===== src/rtl/inst_mem_loader.sv =====
// inst_mem_loader: loads a length-prefixed little-endian word stream into instruction memory, holding the CPU in reset until done.
// Optional LOADER_CHECKSUM_EN adds a trailing XOR checksum byte verified before release.
module inst_mem_loader #(
    parameter int ADDR_W = 10
) (
    input  logic              clk,
    input  logic              rst,
    input  logic              start,
    input  logic              in_valid,
    input  logic [7:0]        in_data,
    output logic              in_ready,
    output logic              mem_we,
    output logic [ADDR_W-1:0] mem_addr,
    output logic [31:0]       mem_wdata,
    output logic              cpu_hold,
    output logic              done,
    output logic              err
);
    typedef enum logic [2:0] {
        HDR0, HDR1, DATA, WRITE, DONE, ERR
`ifdef LOADER_CHECKSUM_EN
        , CKSUM
`endif
    } state_t;
`ifdef LOADER_CHECKSUM_EN
    localparam state_t FIN = CKSUM;
    logic [7:0] csum;
`else
    localparam state_t FIN = DONE;
`endif
    state_t state, state_n;
    logic live, acc;
    logic [15:0] count;
    logic [ADDR_W:0] word_idx;
    logic [1:0] byte_idx;
    logic [31:0] word;
    logic [16:0] hdr;
    assign hdr = {1'b0, in_data, count[7:0]};
    assign mem_we = state == WRITE;
    assign mem_addr = word_idx[ADDR_W-1:0];
    assign mem_wdata = word;
    assign cpu_hold = state != DONE;
    assign done = state == DONE;
    assign err = state == ERR;
    // live keeps in_ready low during the first cycle after reset release
    always_comb begin
        in_ready = live && state != WRITE && state != DONE && state != ERR;
        acc = in_valid && in_ready;
        state_n = state;
        case (state)
            HDR0:  if (acc) state_n = HDR1;
            HDR1:  if (acc) state_n = hdr == 17'd0 ? FIN : hdr > (17'd1 << ADDR_W) ? ERR : DATA;
            DATA:  if (acc && byte_idx == 2'd3) state_n = WRITE;
            WRITE: state_n = 17'(word_idx) + 17'd1 == {1'b0, count} ? FIN : DATA;
            DONE:  if (start) state_n = HDR0;
`ifdef LOADER_CHECKSUM_EN
            CKSUM: if (acc) state_n = in_data == csum ? DONE : ERR;
`endif
            default: ;
        endcase
    end
    always_ff @(posedge clk) begin
        if (!rst) begin
            state <= HDR0;
            live <= 1'b0;
            count <= '0;
            word_idx <= '0;
            byte_idx <= '0;
            word <= '0;
`ifdef LOADER_CHECKSUM_EN
            csum <= '0;
`endif
        end else begin
            state <= state_n;
            live <= 1'b1;
            if (state == HDR0 && acc) count[7:0] <= in_data;
            if (state == HDR1 && acc) begin
                count[15:8] <= in_data;
                word_idx <= '0;
                byte_idx <= '0;
            end
            if (state == DATA && acc) begin
                word[{byte_idx, 3'b000} +: 8] <= in_data;
                byte_idx <= byte_idx + 2'd1;
`ifdef LOADER_CHECKSUM_EN
                csum <= csum ^ in_data;
`endif
            end
            if (state == WRITE) word_idx <= word_idx + 1'b1;
            if (state == DONE && start) begin
                count <= '0;
                word_idx <= '0;
                byte_idx <= '0;
`ifdef LOADER_CHECKSUM_EN
                csum <= '0;
`endif
            end
        end
    end
endmodule

===== config.mk =====
export PLATFORM = sky130hd
export DESIGN_NAME = inst_mem_loader
export DESIGN_NICKNAME = d
export VERILOG_FILES = /design/src/rtl/inst_mem_loader.sv
export SDC_FILE = /design/constraint.sdc
export NUM_CORES = 1
export LEC_CHECK = 0
export ABC_AREA = 1
export BUFFER_PORTS_ARGS = -buffer_cell sky130_fd_sc_hd__buf_2
export CORE_ASPECT_RATIO = 0.6
export CORE_MARGIN = 2
export CORE_UTILIZATION = 30
export CTS_CLUSTER_SIZE = 8
export DETAILED_ROUTE_END_ITERATION = 16
export PLACE_DENSITY = 0.49
export SYNTH_ARGS = -nofsm -noshare
export SYNTH_HDL_FRONTEND = slang
export SYNTH_SLANG_ARGS = --single-unit

===== constraint.sdc =====
create_clock -name clk -period 1.8 [get_ports clk]
set_input_delay 0.18 -clock clk [delete_from_list [all_inputs] [get_ports clk]]
set_output_delay 0.18 -clock clk [all_outputs]
set_load 0.01 [all_outputs]

== Yosys cells after proc, flatten, opt, wreduce, memory -nomap -nowiden ==
Cells that the tools add are included.
Word-level totals
  flip-flop bits (word level): 65
  latch bits: 0
  RAM bits: 0
  bits in read-only memories: 0
  input bits: 12
  output and inout port bits: 47
  logic and storage cells: 59
  memories: 0
Operators by class
  add/subtract/negate cells: 4
  $mul: 0
  divide/modulo/power cells: 0
  magnitude comparators: 1
  equality and inequality tests: 14
  shifts and indexed selects: 2
  mux-type cells: 14
  bitwise logic cells: 1
  reduce and logical (&&, ||, !) cells: 16
Operators by type and width (number)
  bitwise mux 32 bit: 1
  variable shift 8 x 7 -> 32 bit, first input constant: 1
  indexed part select 8 x 7 -> 32 bit: 1
  two-way mux 11 bit: 2
  two-way mux 3 bit: 7
  zero test 17 bit: 1
  == test 12 x 16 -> 1 bit: 1
  greater-than comparator 16 x 11 -> 1 bit, second input constant: 1
  case mux 3 bit (5 select lines): 1
  adder 11 x 1 -> 12 bit, second input constant: 1
  adder 11 x 1 -> 11 bit, second input constant: 1
  logical AND 1 bit: 9
  inequality test 2 bit, second input constant: 4
  negator 5 -> 7 bit: 1
  == test 3 x 2 -> 1 bit, second input constant: 2
  == test 3 bit, second input constant: 2
  inequality test 3 bit, second input constant: 2
  AND reduction 5 bit: 1
  nonzero test 5 bit: 1
  two-way mux 2 bit: 2
  nonzero test 2 bit: 2
  == test 3 x 1 -> 1 bit, second input constant: 1
  zero test 3 bit: 1
  inequality test 3 x 2 -> 1 bit, second input constant: 1
  5 further kinds: 5

== Logic depth before layout (Yosys ltp) ==
Gate-level depths: netlist of run 1.
  depth in word-level cells: 8
  mapped depth: 15
  mapped depth without buffers: 15

== Worst setup path after synthesis of run 1 ==
Ideal clock, no wire load.
  path kind: flip-flop to flip-flop
  start point: register byte_idx[0]
  end point: register word[19], in the netlist mem_wdata[19]
  library setup time: 0.070 ns
  arrival: 1.921 ns
  required time: 1.730 ns
  setup slack: -0.191 ns
  stages on the path, launching flop included: 10
  buffers on the path: 1
  clock period less this slack: 1.991 ns
  cell sequence: dfxtp_1 -> clkbuf_1 -> inv_1 -> ha_1 -> inv_1 -> nor2_1 -> nand2_1 -> inv_1 -> nand4_1 -> a21oi_1
On the way
  cells in the longest elaborated chain, start to end: 3
  elaborated cells on any way between the ends: 4
  those cells by class: 1 x add/sub; 2 x shift; 1 x mux
RTL lines
  start, declared: RTL line 35  | logic [1:0] byte_idx;
  start signal, assigned: RTL line 84  | byte_idx <= byte_idx + 2'd1;
  negator 5 -> 7 bit (*): RTL line 83  | word[{byte_idx, 3'b000} +: 8] <= in_data;
  indexed part select 8 x 7 -> 32 bit or variable shift 8 x 7 -> 32 bit (tied branches): RTL line 83
  bitwise mux 32 bit (*): RTL line 83
  end signal, assigned by index: RTL line 83
  end, declared: RTL line 36  | logic [31:0] word;
Mark *: on every way between the ends. The rest lies on a longest branch, timed or not.
A chain may end at the register's enable or synchronous reset.

== Worst setup path after layout of run 1 ==
  start point: register state[1]
  end point: register word[24], in the netlist mem_wdata[24]
On the way
  cells in the longest elaborated chain, start to end: 6
  elaborated cells on any way between the ends: 9
  those cells by class: 4 x eq/ne; 5 x reduce/logical
RTL lines
  start, declared: RTL line 31  | state_t state, state_n;
  start signal, assigned: RTL line 74  | state <= state_n;
  inequality test 3 x 2 -> 1 bit: RTL line 47  | in_ready = live && state != WRITE && state != DONE && state != ERR;
  logical AND 1 bit (3 in series): RTL line 47
  logical AND 1 bit: RTL line 48  | acc = in_valid && in_ready;
  logical AND 1 bit (*): RTL line 82  | if (state == DATA && acc) begin
Marked as above.

==> impl_metrics.toml, run 1 <==
[synthesis]
syn_area_mm2 = 0.00338
syn_inst = 489
synth_edf_count = 0
synthDistinctLibCells = 34
async_flop_share_pct = 0
synth.area.top_cells = "dfxtp_1 39%, nand2_1 13%, a21oi_1 8.7%, nand4_1 5.7%, inv_1 5.4%"
synth_top_area_share_pct = 38.5
synth_fp_nets = 507
yosys_warnings = 0
syn_area_per_cell_um2 = 6.90
ys.flop_type = "dfxtp_1"
synthMostInstantiatedCell = "nand2_1"
synth_seq_area_share_pct = 38.5
synth_seq_cells = 65
synth_area_leader_cell = "dfxtp_1"
netlist_top_cells_count = "120 x nand2_1, 65 x dfxtp_1, 59 x a21oi_1, 49 x inv_1, 37 x nor2_1"

[placement]
hpwl_um = 7900
gp_congestion = 0.851
port_buffers = 58
dpl_worst_slack_ns = -0.0997

[final_layout]
drive_gt1_share_pct = 28.5
antennaDiodeCount = 0
final_util_pct = 40.5
fin_nets = 581
area_delta_synth_final_pct = 29.2

[power]
power_uw = 3340
leakagePower_uw = 0.00190
ir_drop_mv = 0.472
power_density_mw_per_mm2 = 765

[run]
drv_cap = 0

[critical_path]
worstRegToRegCells = 7
cp_slowest_cell = "dfxtp_2"
cp.arrival_ns = 1.97
cp_max_fo = 9
crit_path_end_kind = "register"
cp_common_cell = "inv_2"
worstPathRequired_ns = 2.03
start_kind = "register"
max_stage_delay_ns = 0.39
path_cells = "inv_2 -> nor3_4 -> inv_2 -> nor2_8 -> nand2_4 -> or3_1 -> a21oi_1"
path_class = "reg -> reg"

[global_routing]
grt_pass1_vias = 3120
grt_max_degree = 35
antenna_found_initial = 0
grt_overflow = 0
grt_usage_pct = 17.8
grt_pass1_wl_um = 16600

[sta]
finalHoldViolations = 0
fin_worst_skew_ns = 0.00619
relSlewSlack_pct = 38.9
setup_ws_ns = 0.0659
finalCritPeriodShare_pct = 96.3
tightestPinTransition_ns = 0.911
drv_slew = 0
setup_violations = 0
tns_ns = 0
max_freq_mhz = 577
rsz0062_at_grt = "yes"
finalCriticalPeriod_ns = 1.73

[drt]
wl_per_cell_um = 14.9
postRouteAntennaNets = 0
wirelength_um = 10500
drc = 0
vias = 3405
viasPerCell = 4.82
drtIter0Drc = 225
drtPass1Iterations = 5

[floorplan]
die_h_um = 86.2
die-area_mm2 = 0.0121
rows = 29
core_mm2 = 0.0108
initial_core_util_pct = 31.3
top_level_ports = 59
die_width_um = 141

[worst_hold_path]
hold_depth = 1
hold_class = "in -> reg"

[outcome]
status = "completed"

[clock_tree]
cts_buffer_depth = 2
hold_buffers = 0
htree_levels = 3
cts_tree = "yes"
numCtsBuffers = 9
numClockSinks = 65
cts-root-buf = "clkbuf_16"
clk_pin_slew_ns = 0.06
clk_latency_ns = 0.33
layout make-up:
type / count / area (um2)
inverters: 57 / 214
repair buffers: 90 / 571
flip-flops and latches: 65 / 1310
fillers: 1164 / 6410
clock buffers: 9 / 225
well taps: 139 / 174
multi-input cells: 340 / 1820
clock inverters: 7 / 47.5
flip-flops by register name, summed over array words and instances, names as in the netlist:
signal	flops
byte_idx	2
mem_wdata	32
word_idx	11
count	16
live	1
state	3
kinds of logic (layout without fill, tap and decap cells):
| group | Yosys count | after routing | share of synthesized area (%) |
|---|---|---|---|
| AOI/OAI and AO/OA | 84 | 84 | 13.0 |
| xor gates and xnor gates | 1 | 1 | 0.259 |
| DFF | 65 | 65 | 38.5 |
| adders and majority gates | 6 | 6 | 2.22 |
| buffers and inverters | 85 | 163 | 11.5 |
| and+or+nand+nor | 248 | 249 | 34.5 |
layout by cell type, fill, tap and decap left out, types with 2 or more instances in the layout:
cell type / instances
o21ai_1: 9
clkinvlp_4: 2
buf_2: 58
nand2_2: 11
nor4_1: 2
clkinv_4: 2
nor3_4: 2
nand2_1: 111
inv_1: 46
ha_1: 5
dfxtp_2: 5
dfxtp_1: 59
buf_6: 4
nor2_4: 8
o21ai_2: 2
inv_2: 9
nor2_2: 5
nand3_2: 4
clkinv_1: 2
clkbuf_16: 9
nand2_4: 3
nor3_1: 8
nand4_1: 31
buf_12: 2
buf_4: 26
nor3_2: 2
nor2_1: 32
clkinv_2: 3
nand3_1: 26
a21oi_1: 58
o21ai_0: 10
critical path, delay by kind of cell, from the launching register on:
kind            cells  cell delay (ns)
simple gates        4             0.87
buf+inv             2             0.22
compound gates      1             0.15
flops               1             0.39
timing repair:
action,in CTS,in global routing
resized for setup,5,36
setup buffers,0,3
hold endpoints to repair,0,0
setup endpoints to repair,6,55
cloned,0,1
pin swaps,3,6
routing by layer:
layer	GRT usage (%)	routed length [um]	vias up
met5	0	0	-
met4	4.91	115	0
met3	4.47	542	17
met2	22.0	3810	90
met1	29.0	6040	1534
li1	-	-	1764
per-stage QoR:
| stage | hold WS, ns | std cells | instance area (um2) |
|---|---|---|---|
| floorplan | 0.208 | 489 | 3390 |
| global placement | 0.354 | 687 | 3910 |
| detailed placement | 0.364 | 687 | 3910 |
| CTS | 0.0209 | 703 | 4200 |
| global route | 0.0286 | 707 | 4360 |
| finish | 0.0302 | 707 | 4360 |
final timing paths:
| path | end | slack [ns] | startpoint |
|---|---|---|---|
| setup / recovery | mem_wdata[24] | 0.07 | state[1] |
| hold / removal | live | 0.03 | rst |
| setup reg to reg | mem_wdata[24] | 0.07 | state[1] |
| hold reg to reg | mem_wdata[11] | 0.46 | mem_wdata[11] |
power breakdown:
part	internal [uW]	leakage [uW]	switching (uW)
Combinational	81.2	0.00124	169
Clock	928	0.000131	676
Sequential	1460	0.000529	19.7
Note: power is estimated with default switching activity, not from simulation.
==> run 2: changes to the inputs <==
ABC_AREA = default   (was 1)
ABC_CLOCK_PERIOD_IN_PS = 1800   (was default)
==> impl_metrics.toml, run 2 <==
[synthesis]
synth_edf_count = 0
yosys_warnings = 0
syn_area_per_cell_um2 = 8.23
synth_top_family_by_area = "simple AND/OR/NAND/NOR gates"
netlist_top_cells_count = "65 x dfxtp_1, 61 x nand2_1, 37 x nand3_1, 32 x a21boi_0, 28 x nor2_1"
synthMuxAreaShare_pct = 2.77
synth_seq_area_share_pct = 39.4
syn_inst = 401
syn_area_mm2 = 0.00330
synthDistinctLibCells = 48
async_flop_share_pct = 0
synth_fa_ha_area_share_pct = 2.27
synth.area.top_cells = "dfxtp_1 39%, a21boi_0 7.3%, nand2_1 6.9%, nand3_1 5.6%, nor2_1 3.2%"
synthSimpleGateAreaFrac_pct = 25.6
synthXorXnorAreaFrac_pct = 3.98
synth_fp_nets = 419
synth_seq_cells = 65
synthMostInstantiatedCell = "dfxtp_1"
synth-compound-area-share_pct = 18.2
synth_area_leader_cell = "dfxtp_1"
ys.flop_type = "dfxtp_1"
synth_top_area_share_pct = 39.4

[sta]
fin_worst_skew_ns = 0.00790
setup_violations = 1
finalCritPeriodShare_pct = 100
finalCriticalPeriod_ns = 1.80
tightestPinTransition_ns = 0.399
relSlewSlack_pct = 73.4
finalHoldViolations = 0
max_freq_mhz = 554
holdWs_ns = 0.198
rsz0062_at_grt = "yes"
drv_slew = 0
setup_ws_ns = -0.00386

[placement]
port_buffers = 58
placed_cell_area_mm2 = 0.00391
gp_congestion = 0.902
hpwl_um = 7260
placedCellCount = 607

[drt]
wirelength_um = 9860
viasPerCell = 4.95
drc = 0
drtIter0Drc = 131
drtPass1Iterations = 4
vias = 3115
wl_per_cell_um = 15.7
postRouteAntennaNets = 0

[global_routing]
grt_overflow = 0
grt_pass1_vias = 2955
top_usage_layer = "met1"
grt_pass1_wl_um = 15700
grtUsageMet1_pct = 25.9
grt_max_degree = 37
grt_usage_pct = 17.0
antenna_found_initial = 0
met2_usage_pct = 23.3
use_met3_pct = 4.63

[critical_path]
cp_slowest_cell = "dfxtp_4"
worstPathRequired_ns = 2.08
path_cells = "ha_4 -> buf_6 -> xnor2_2 -> xnor2_1 -> nor3_2 -> nand3_1 -> a2111oi_4 -> o211a_1"
path_class = "reg -> reg"
crit_family = "compound AO/OA/AOI/OAI gates"
crit_buf_inv = 1
cp.arrival_ns = 2.09
start_kind = "register"
max_stage_delay_ns = 0.36
cp_max_fo = 5
crit_path_end_kind = "register"

[floorplan]
rows = 29
die_h_um = 85.3
initial_core_util_pct = 31.0
core_mm2 = 0.0106
die-area_mm2 = 0.0119
top_level_ports = 59
die_width_um = 139

[clock_tree]
clk_latency_ns = 0.34
cts_tree = "yes"
cts-root-buf = "clkbuf_16"
hold_buffers = 0
cts_buffer_depth = 2
numClockSinks = 65
numCtsBuffers = 9
htree_levels = 3
clk_pin_slew_ns = 0.06

[final_layout]
fin_area_mm2 = 0.00432
layout_common_cells = "61 x nand2_1, 58 x buf_2, 57 x dfxtp_1"
largest_reg_flops = 32
layout.cells.non_filler = 629
final_common_cell = "nand2_1"
drive_gt1_share_pct = 30.8
antennaDiodeCount = 0
fin_nets = 503
area_delta_synth_final_pct = 30.9

[power]
power_density_mw_per_mm2 = 797
ir_drop_mv = 0.435
power_uw = 3440
leakagePower_uw = 0.00171

[run]
drv_cap = 0

[outcome]
status = "finished, violations left"
violations = "negative setup slack"

[worst_hold_path]
hold_class = "in -> reg"
-- run 2: kinds of logic (layout without fill, tap and decap cells) --
family | Yosys count | after routing
buffers and inverters | 44 | 133
xor gates and xnor gates | 15 | 15
and+or+nand+nor | 173 | 173
AOI/OAI and AO/OA | 89 | 89
adders and majority gates | 6 | 6
DFF | 65 | 65
muxes | 9 | 9
-- run 2: power by group --
group          internal (uW)  leakage [uW]  total (uW)  switching (uW)
registers               1450      0.000530        1460            13.5
clock network           1050      0.000148        1770             729
logic                   87.2       0.00103         210             122
-- run 2: path summary, 6_finish.rpt --
check,from,endpoint,slack [ns],cells after the start
max,word_idx[0],state[2],-0.004,8
min,in_data[7],count[15],0.20,3
max reg2reg,word_idx[0],state[2],-0.004,8
min reg2reg,mem_wdata[5],mem_wdata[5],0.46,2
-- run 2: tightest hold or removal path, cell delays in order --
cell	delay, ns
buf_2	0.17
nand2_1	0.08
a21oi_1	0.05
-- run 2: layout make-up --
cell class | instances | area (um2)
Tap cell | 139 | 174
Clock buffer | 10 | 250
Inverter | 8 | 30.0
Sequential cell | 65 | 1320
Clock inverter | 6 | 53.8
Multi-Input combinational cell | 292 | 1800
Timing Repair Buffer | 109 | 689
Fill cell | 1060 | 6310
-- run 2: stage by stage --
stage | setup TNS, ns | setup slack, ns | util, %
6_report | -0.00386 | -0.00386 | 40.6
5_1_grt | -0.164 | -0.0903 | 40.6
4_1_cts | -0.000234 | -0.000234 | 40.0
3_5_place_dp | -0.0876 | -0.0546 | 36.8
3_3_place_gp | 0 | 0.0134 | 36.8
2_1_floorplan | 0 | 0.0151 | -
-- run 2: layer usage --
| metal | vias to the layer above | share of wire, % |
|---|---|---|
| met5 | - | 0 |
| met3 | 10 | 7.2 |
| met4 | 0 | 0.77 |
| met1 | 1463 | 53 |
| li1 | 1567 | - |
| met2 | 75 | 39 |
-- run 2: timing repair --
action	4_1_cts	5_1_grt
buffers inserted	1	5
pin swaps	6	7
setup endpoints to repair	2	23
gates resized for setup	8	9
